===== src/rtl/mem_line_rmw_if.sv =====
// Core-side request/response and line-memory side signals of mem_line_rmw.
// The slave modport is the access unit's view; master is the core/memory side.
interface mem_line_rmw_if #(
    parameter int unsigned ADDR_WIDTH     = 32,
    parameter int unsigned WORD_WIDTH     = 32,
    parameter int unsigned WORDS_PER_LINE = 4
);
    localparam int unsigned BYTES  = WORD_WIDTH / 8;
    localparam int unsigned LINE_W = WORD_WIDTH * WORDS_PER_LINE;

    logic                  req_read;
    logic                  req_write;
    logic [ADDR_WIDTH-1:0] req_addr;
    logic [WORD_WIDTH-1:0] req_wdata;
    logic [BYTES-1:0]      req_byte_en;
    logic                  busy;
    logic                  done;
    logic [WORD_WIDTH-1:0] rdata;
    logic                  mem_read;
    logic                  mem_write;
    logic [ADDR_WIDTH-1:0] mem_addr;
    logic [LINE_W-1:0]     mem_wdata;
    logic [LINE_W-1:0]     mem_rdata;
    logic                  mem_ready;

    modport slave (
        input  req_read, req_write, req_addr, req_wdata, req_byte_en,
        input  mem_rdata, mem_ready,
        output busy, done, rdata, mem_read, mem_write, mem_addr, mem_wdata
    );

    modport master (
        output req_read, req_write, req_addr, req_wdata, req_byte_en,
        output mem_rdata, mem_ready,
        input  busy, done, rdata, mem_read, mem_write, mem_addr, mem_wdata
    );
endinterface


===== src/rtl/mem_line_rmw.sv =====
// Word access unit over a line-organised memory: line fetch + word extract for
// reads, byte-masked read-modify-write of the containing line for writes.
module mem_line_rmw #(
    parameter int unsigned ADDR_WIDTH     = 32,
    parameter int unsigned WORD_WIDTH     = 32,
    parameter int unsigned WORDS_PER_LINE = 4
) (
    input logic           clk,
    input logic           rst_n,
    mem_line_rmw_if.slave bus
);
    localparam int unsigned BYTES    = WORD_WIDTH / 8;
    localparam int unsigned OFF_W    = $clog2(BYTES);
    localparam int unsigned IDX_W    = $clog2(WORDS_PER_LINE);
    localparam int unsigned LINE_OFF = OFF_W + IDX_W;

    typedef logic [BYTES-1:0][7:0]                     word_t;
    typedef logic [WORDS_PER_LINE-1:0][BYTES-1:0][7:0] line_t;
    typedef enum logic [2:0] {IDLE, RD_LINE, MERGE, WR_LINE, RESP} state_t;

    state_t           state_q, state_d;
    line_t            line_q, merged, mem_line;
    word_t            wdata_q;
    logic [BYTES-1:0] be_q;
    logic [IDX_W-1:0] idx_q;
    logic             is_write_q;
    logic             accept;
    logic             unused_addr_bits;

    assign mem_line         = bus.mem_rdata;
    assign accept           = (state_q == IDLE) && (bus.req_write || bus.req_read);
    assign unused_addr_bits = ^bus.req_addr;

    // Next-state logic; write wins over read when both are requested
    always_comb begin
        state_d = state_q;
        case (state_q)
            IDLE: begin
                if (bus.req_write) begin
                    if (~|bus.req_byte_en)     state_d = RESP;
                    else if (&bus.req_byte_en) state_d = MERGE;
                    else                       state_d = RD_LINE;
                end else if (bus.req_read) begin
                    state_d = RD_LINE;
                end
            end
            RD_LINE: if (bus.mem_ready) state_d = is_write_q ? MERGE : RESP;
            MERGE:   state_d = WR_LINE;
            WR_LINE: if (bus.mem_ready) state_d = RESP;
            RESP:    state_d = IDLE;
            default: state_d = IDLE;
        endcase
    end

    // Byte-lane merge of the latched write word into the buffered line
    always_comb begin
        merged = line_q;
        for (int b = 0; b < int'(BYTES); b++) begin
            if (be_q[b]) merged[idx_q][b] = wdata_q[b];
        end
    end

    always_ff @(posedge clk or negedge rst_n) begin
        if (!rst_n) state_q <= IDLE;
        else        state_q <= state_d;
    end

    // Registered outputs are derived from the state being entered
    always_ff @(posedge clk or negedge rst_n) begin
        if (!rst_n) begin
            bus.busy      <= 1'b0;
            bus.done      <= 1'b0;
            bus.mem_read  <= 1'b0;
            bus.mem_write <= 1'b0;
            bus.rdata     <= '0;
            bus.mem_addr  <= '0;
            bus.mem_wdata <= '0;
            line_q        <= '0;
            wdata_q       <= '0;
            be_q          <= '0;
            idx_q         <= '0;
            is_write_q    <= 1'b0;
        end else begin
            bus.busy      <= (state_d != IDLE);
            bus.done      <= (state_d == RESP);
            bus.mem_read  <= (state_d == RD_LINE);
            bus.mem_write <= (state_d == WR_LINE);

            if (accept) begin
                bus.mem_addr <= {bus.req_addr[ADDR_WIDTH-1:LINE_OFF], LINE_OFF'(0)};
                idx_q        <= bus.req_addr[OFF_W +: IDX_W];
                wdata_q      <= bus.req_wdata;
                be_q         <= bus.req_byte_en;
                is_write_q   <= bus.req_write;
            end

            if (state_q == RD_LINE && bus.mem_ready) line_q <= mem_line;

            if (state_q == MERGE) begin
                line_q        <= merged;
                bus.mem_wdata <= merged;
            end

            // Empty writes enter RESP straight from IDLE and report zero
            if (state_d == RESP) begin
                case (state_q)
                    IDLE:    bus.rdata <= '0;
                    RD_LINE: bus.rdata <= mem_line[idx_q];
                    default: bus.rdata <= line_q[idx_q];
                endcase
            end
        end
    end
endmodule


===== src/flat_wrapper.sv =====
// flat-port wrapper written by rule: the top's interface ports become plain ports
module mem_line_rmw_flat 
#(
    parameter int unsigned ADDR_WIDTH     = 32,
    parameter int unsigned WORD_WIDTH     = 32,
    parameter int unsigned WORDS_PER_LINE = 4
)
  (clk, rst_n, bus_req_read, bus_req_write, bus_req_addr, bus_req_wdata, bus_req_byte_en, bus_mem_rdata, bus_mem_ready, bus_busy, bus_done, bus_rdata, bus_mem_read, bus_mem_write, bus_mem_addr, bus_mem_wdata);
  mem_line_rmw_if #(.ADDR_WIDTH(ADDR_WIDTH), .WORD_WIDTH(WORD_WIDTH), .WORDS_PER_LINE(WORDS_PER_LINE)) bus_i ();
  input logic clk;
  input logic rst_n;
  input wire logic [$bits(bus_i.req_read)-1:0] bus_req_read;
  input wire logic [$bits(bus_i.req_write)-1:0] bus_req_write;
  input wire logic [$bits(bus_i.req_addr)-1:0] bus_req_addr;
  input wire logic [$bits(bus_i.req_wdata)-1:0] bus_req_wdata;
  input wire logic [$bits(bus_i.req_byte_en)-1:0] bus_req_byte_en;
  input wire logic [$bits(bus_i.mem_rdata)-1:0] bus_mem_rdata;
  input wire logic [$bits(bus_i.mem_ready)-1:0] bus_mem_ready;
  output wire logic [$bits(bus_i.busy)-1:0] bus_busy;
  output wire logic [$bits(bus_i.done)-1:0] bus_done;
  output wire logic [$bits(bus_i.rdata)-1:0] bus_rdata;
  output wire logic [$bits(bus_i.mem_read)-1:0] bus_mem_read;
  output wire logic [$bits(bus_i.mem_write)-1:0] bus_mem_write;
  output wire logic [$bits(bus_i.mem_addr)-1:0] bus_mem_addr;
  output wire logic [$bits(bus_i.mem_wdata)-1:0] bus_mem_wdata;
  assign bus_i.req_read = bus_req_read;
  assign bus_i.req_write = bus_req_write;
  assign bus_i.req_addr = bus_req_addr;
  assign bus_i.req_wdata = bus_req_wdata;
  assign bus_i.req_byte_en = bus_req_byte_en;
  assign bus_i.mem_rdata = bus_mem_rdata;
  assign bus_i.mem_ready = bus_mem_ready;
  assign bus_busy = bus_i.busy;
  assign bus_done = bus_i.done;
  assign bus_rdata = bus_i.rdata;
  assign bus_mem_read = bus_i.mem_read;
  assign bus_mem_write = bus_i.mem_write;
  assign bus_mem_addr = bus_i.mem_addr;
  assign bus_mem_wdata = bus_i.mem_wdata;
  mem_line_rmw #(.ADDR_WIDTH(ADDR_WIDTH), .WORD_WIDTH(WORD_WIDTH), .WORDS_PER_LINE(WORDS_PER_LINE)) u_core (.clk(clk), .rst_n(rst_n), .bus(bus_i));
endmodule

===== config.mk =====
export PLATFORM = sky130hd
export DESIGN_NAME = mem_line_rmw_flat
export DESIGN_NICKNAME = d
export VERILOG_FILES = /design/src/rtl/mem_line_rmw_if.sv /design/src/rtl/mem_line_rmw.sv /design/src/flat_wrapper.sv
export SDC_FILE = /design/constraint.sdc
export NUM_CORES = 1
export LEC_CHECK = 0
export BUFFER_PORTS_ARGS = -buffer_cell sky130_fd_sc_hd__buf_4
export CAP_MARGIN = 25
export CORE_MARGIN = 2
export CORE_UTILIZATION = 50
export CTS_CLUSTER_SIZE = 16
export DETAILED_ROUTE_END_ITERATION = 16
export PLACE_DENSITY = 0.85
export RECOVER_POWER = 50
export SYNTH_ARGS = -nofsm -noshare
export SYNTH_HDL_FRONTEND = slang
export SYNTH_SLANG_ARGS = --single-unit

===== constraint.sdc =====
create_clock -name clk -period 1.8 [get_ports clk]
set_clock_uncertainty 0.15 [all_clocks]
set_input_delay 0.54 -clock clk [delete_from_list [all_inputs] [get_ports clk]]
set_output_delay 0.54 -clock clk [all_outputs]
set_load 0.1 [all_outputs]

# Word level (Yosys, flattened, before mapping)
# Cells that the tools add are included.
# W data, S select, Z words.
# totals
out_inout_bits	196
n_memories	0
wordCells	79
mem_bits_rw	0
romBits	0
ff_bits	362
latch_bits	0
inputBits	201
# classes
n_addsub	0
eq_ne	6
mul	0
mux	31
reduce_logical	9
bitwise	0
magnitude_cmp	2
shift	0
n_div	0
# op_table
op	count
$mux W128	6
$bwmux W128	4
$demux W32 S2	4
$bmux W32 S2	2
$mux W32	3
$pmux W32 S2	1
$mux W24	1
$mux W3	6
$mux W16	1
$pmux W3 S4	1
$eq A3 B2 Y1 const B	3
$mux W8	1
$eq A3 B1 Y1 const B	2
$reduce_and A4 Y1	1
$reduce_or A4 Y1	1
$eq A3 B3 Y1 const B	1
$logic_and A1 B1 Y1	3
$logic_not A3 Y1	1
$lt A2 B3 Y1 const B	1
$reduce_bool A3 Y1	1
$ge A2 B1 Y1 const B	1
$mux W2	1
$reduce_bool A2 Y1	1
$logic_or A1 B1 Y1	1

# Logic depth before layout (Yosys ltp)
# depth
depth_word	13
ltp_mapped	8

# Least setup slack after synthesis
# No wires, ideal clock.
# synth_path
path_kind	input port to flip-flop
from	in bus_req_byte_en[1]
to	reg u_core.bus.rdata[10]
setup_slack_ps	-150
arrival_ps	1721
setup_ps	79
cell_stages	5
required_ps	1571
cell_sequence	nor4_1 > nand3_1 > a21oi_2 > buf_6 > mux2i_1
# synth_between
elab_chain_len	6
# synth_lines
element	line_no	rtl
from (decl)	flat_wrapper.sv:16	input wire logic [$bits(bus_i.req_byte_en)-1:0] bus_req_byte_en;
$reduce_and A4 Y1	mem_line_rmw.sv:41	else if (&bus.req_byte_en) state_d = MERGE;
$mux W2	mem_line_rmw.sv:41	
$mux W3 *	mem_line_rmw.sv:40	if (~|bus.req_byte_en) state_d = RESP;
$mux W3 *	mem_line_rmw.sv:39	if (bus.req_write) begin
$pmux W3 S4 *	mem_line_rmw.sv:37	case (state_q)
$eq A3 B3 Y1 *	mem_line_rmw.sv:105	if (state_d == RESP) begin
to (signal assigned)	mem_line_rmw.sv:108	RD_LINE: bus.rdata <= mem_line[idx_q];
to (signal assigned)	mem_line_rmw.sv:109	default: bus.rdata <= line_q[idx_q];
to (decl)	mem_line_rmw_if.sv:29	output busy, done, rdata, mem_read, mem_write, mem_addr, mem_wdata
# Mark *: on every way between the ends. The rest lies on a longest branch, timed or not.
# A chain may end at the register's enable or synchronous reset.

# Final worst setup path
# layout_path
from	reg u_core.state_q[0]
to	reg u_core.bus.rdata[0]
# layout_between
elab_chain_len	4
# layout_lines
element	line_no	rtl
from (decl)	mem_line_rmw.sv:21	state_t state_q, state_d;
from (signal assigned)	mem_line_rmw.sv:65	else state_q <= state_d;
$mux W3	mem_line_rmw.sv:43	end else if (bus.req_read) begin
$mux W3	mem_line_rmw.sv:39	
$pmux W3 S4	mem_line_rmw.sv:37	
$eq A3 B3 Y1	mem_line_rmw.sv:105	
# Parallel ways exist; a longest one is shown, timed or not.

==> impl_metrics.py <==
metrics = {
    "synthesis": {
        "synth-seq-cells": 362,
        "synth_edf_count": 0,
        "syn_inst": 1605,
        "syn_area_sq_mm": 0.01801,
        "ys_warn_count": 0,
        "synth_flop_cell": "dfrtp_1",
        "synth_seq_area_share_pct": 50.28,
        "async_reset_ff_share_pct": 100.0,
        "synth_area_per_cell_sq_um": 11.22,
        "synthDistinctLibCells": 45,
    },
    "clocking": {
        "cts_buffers": 40,
        "cts_tree": "done",
        "clockBufferDepth": 3,
        "clk_transition_reported_paths_ps": 60,
        "cts_sinks": 362,
        "clkLatencyLatePin_ps": 550,
        "htreeDepth": 2,
        "cts_root_buf": "clkbuf_16",
    },
    "worst_setup_path": {
        "critPathCaptureType": "flop",
        "crit_type": "flop to flop",
        "start_kind": "flop",
        "worstPathMaxFanout": 8,
        "crit_arrival_ps": 2390,
        "worstPathRequired_ps": 2120,
    },
    "floorplan": {
        "die_x_microns": 193.8,
        "die-area_sq_mm": 0.03756,
        "initial_core_util_pct": 50.77,
        "io_pins": 397,
        "num_rows": 69,
        "die_h_microns": 193.8,
        "core_sq_mm": 0.03548,
    },
    "routing": {
        "num_vias": 16626,
        "wire_per_inst_microns": 26.28,
        "drc_errors": 0,
        "totalWireLength_microns": 68150,
        "drtIter0Drc": 1508,
        "drtPass1Iterations": 6,
        "ant_nets": 0,
        "via_per_inst": 6.412,
    },
    "final_layout": {
        "final_nets": 2306,
        "mostFrequentLayoutCells": "442 x buf_4, 356 x dfrtp_1, 276 x mux2i_1",
        "mostFrequentLayoutCell": "buf_4",
        "area_growth_pct": 46.27,
        "nFillCells": 2073,
        "drive_gt1_share_pct": 43.71,
        "antenna_cells": 0,
        "stdcell_count": 2593,
    },
    "global_routing": {
        "grt_use_met1_pct": 42.89,
        "grt_max_degree": 70,
        "grt_use_met3_pct": 6.210,
        "grt_use_total_pct": 32.20,
        "grt_pass1_wl_microns": 95790,
        "grt-busiest-layer": "met2",
        "grt_overflow_total": 0,
        "antenna_found_initial": 0,
        "grt_pass1_vias": 16833,
        "grtUsageMet2_pct": 51.88,
    },
    "placed_design": {
        "dp.cells": 2474,
        "port_buffers": 390,
        "gp_congestion": 0.8912,
        "hpwl_microns": 41040,
    },
    "sta": {
        "worstMarginPinSlew_ps": 673.6,
        "setup_viol": 491,
        "period_needed_ps": 2074,
        "layout_setup_ws_ps": -273.8,
        "rsz0062_at_grt": "true",
        "max_freq_ghz": 0.4822,
        "slew_headroom_pct": 55.09,
        "period_share_pct": 115.2,
        "slew_violations": 0,
        "hold_viol_final": 0,
    },
    "outcome": {
        "violations": "setup timing",
        "status": "finished, violations left",
    },
    "flow_run": {
        "cap_violations": 0,
    },
    "hold_path": {
        "hold_class": "primary input to flop",
    },
}
==> critical path, cell delays in order, from the launching register on <==
cell     delay, ps
dfrtp_1        410
buf_6          120
or4b_4         580
buf_16         220
o22ai_1        230
nor2_1         110
mux2i_1        160
==> per-layer routing <==
layer,wire [microns],share of wire (%)
met5,0,0
met4,3336,4.9
met3,6783,10
met2,32220,47
met1,25810,38
==> stage by stage <==
step | util [%] | hold slack, ps | instance area [sq um] | setup WS, ps | TNS (ps)
final | 74.26 | 64.57 | 26350 | -273.8 | -50350
after global routing | 74.26 | 51.99 | 26350 | -265.5 | -66230
after CTS | 70.73 | 53.82 | 25100 | -131.7 | -39400
after detailed placement | 63.87 | 288.9 | 22660 | -273.5 | -42100
after global placement | 63.87 | 284.4 | 22660 | -184.3 | -27270
after floorplan | - | 94.41 | 18160 | -49.75 | -7311
==> layout make-up <==
cell class | instances | area, sq um | area share, %
Timing Repair Buffer | 617 | 6161 | 23.38
Sequential cell | 362 | 9069 | 34.42
Clock buffer | 52 | 1117 | 4.240
Inverter | 34 | 127.6 | 0.4843
Multi-Input combinational cell | 1050 | 9126 | 34.63
Tap cell | 461 | 576.8 | 2.189
Clock inverter | 17 | 172.7 | 0.6553
==> synthesized netlist by cell type (all sizes together), types with 2 or more instances <==
master / n / area (sq um)
dfrtp: 362 / 9059
mux2i: 288 / 2883
o22ai: 160 / 1007
nand2: 140 / 575.6
o21ai: 135 / 720.7
buf: 109 / 734.5
a2bb2oi: 96 / 840.8
mux2: 66 / 743.2
clkbuf: 53 / 198.9
nor2: 35 / 131.4
inv: 34 / 127.6
a22oi: 32 / 240.2
o2bb2ai: 32 / 280.3
a21oi: 17 / 175.2
nand3: 14 / 70.07
nor3b: 5 / 37.54
and2: 4 / 25.02
or2: 4 / 25.02
a21o: 2 / 15.01
nor2b: 2 / 12.51
==> flip-flops by register name (all words and copies together) (netlist names), 2 cells and up <==
name	cells
u_core.bus.mem_addr	28
u_core.state_q	3
u_core.wdata_q	32
u_core.bus.rdata	32
u_core.be_q	4
u_core.idx_q	2
u_core.bus.mem_wdata	128
u_core.line_q	128
==> logic make-up (layout without fill, tap and decap cells) <==
kind of cell | count (synthesis) | after routing | synth area share [%]
other | 1 | 4 | 0.02082
and+or+nand+nor | 214 | 214 | 5.299
buffers and inverters | 196 | 720 | 5.890
AOI/OAI and AO/OA | 478 | 478 | 18.38
muxes | 354 | 354 | 20.13
DFF | 362 | 362 | 50.28
==> worst paths after layout <==
check | startpoint | endpoint | slack (ps) | cells after the start
min in group asynchronous | rst_n | u_core.bus.mem_addr[22] | 290 | 2
max in group asynchronous | rst_n | u_core.line_q[3] | 60 | 4
min | bus_req_addr[28] | u_core.bus.mem_addr[28] | 60 | 2
min reg2reg | u_core.bus.mem_wdata[50] | u_core.bus.mem_wdata[50] | 340 | 2
max | u_core.state_q[0] | u_core.bus.rdata[0] | -270 | 6
max reg2reg | u_core.state_q[0] | u_core.bus.rdata[0] | -270 | 6
==> what timing repair did <==
action,4_1_cts,5_1_grt
endpoints found under the setup margin,491,535
buffers inserted,20,16
hold endpoints to repair,20,0
pin swaps,7,49
hold buffers,1,0
cloned,8,8
gates resized for setup,187,212
Power is not shown: default switching activity piles up to over one toggle a cycle in this logic, so the estimate is an artifact.
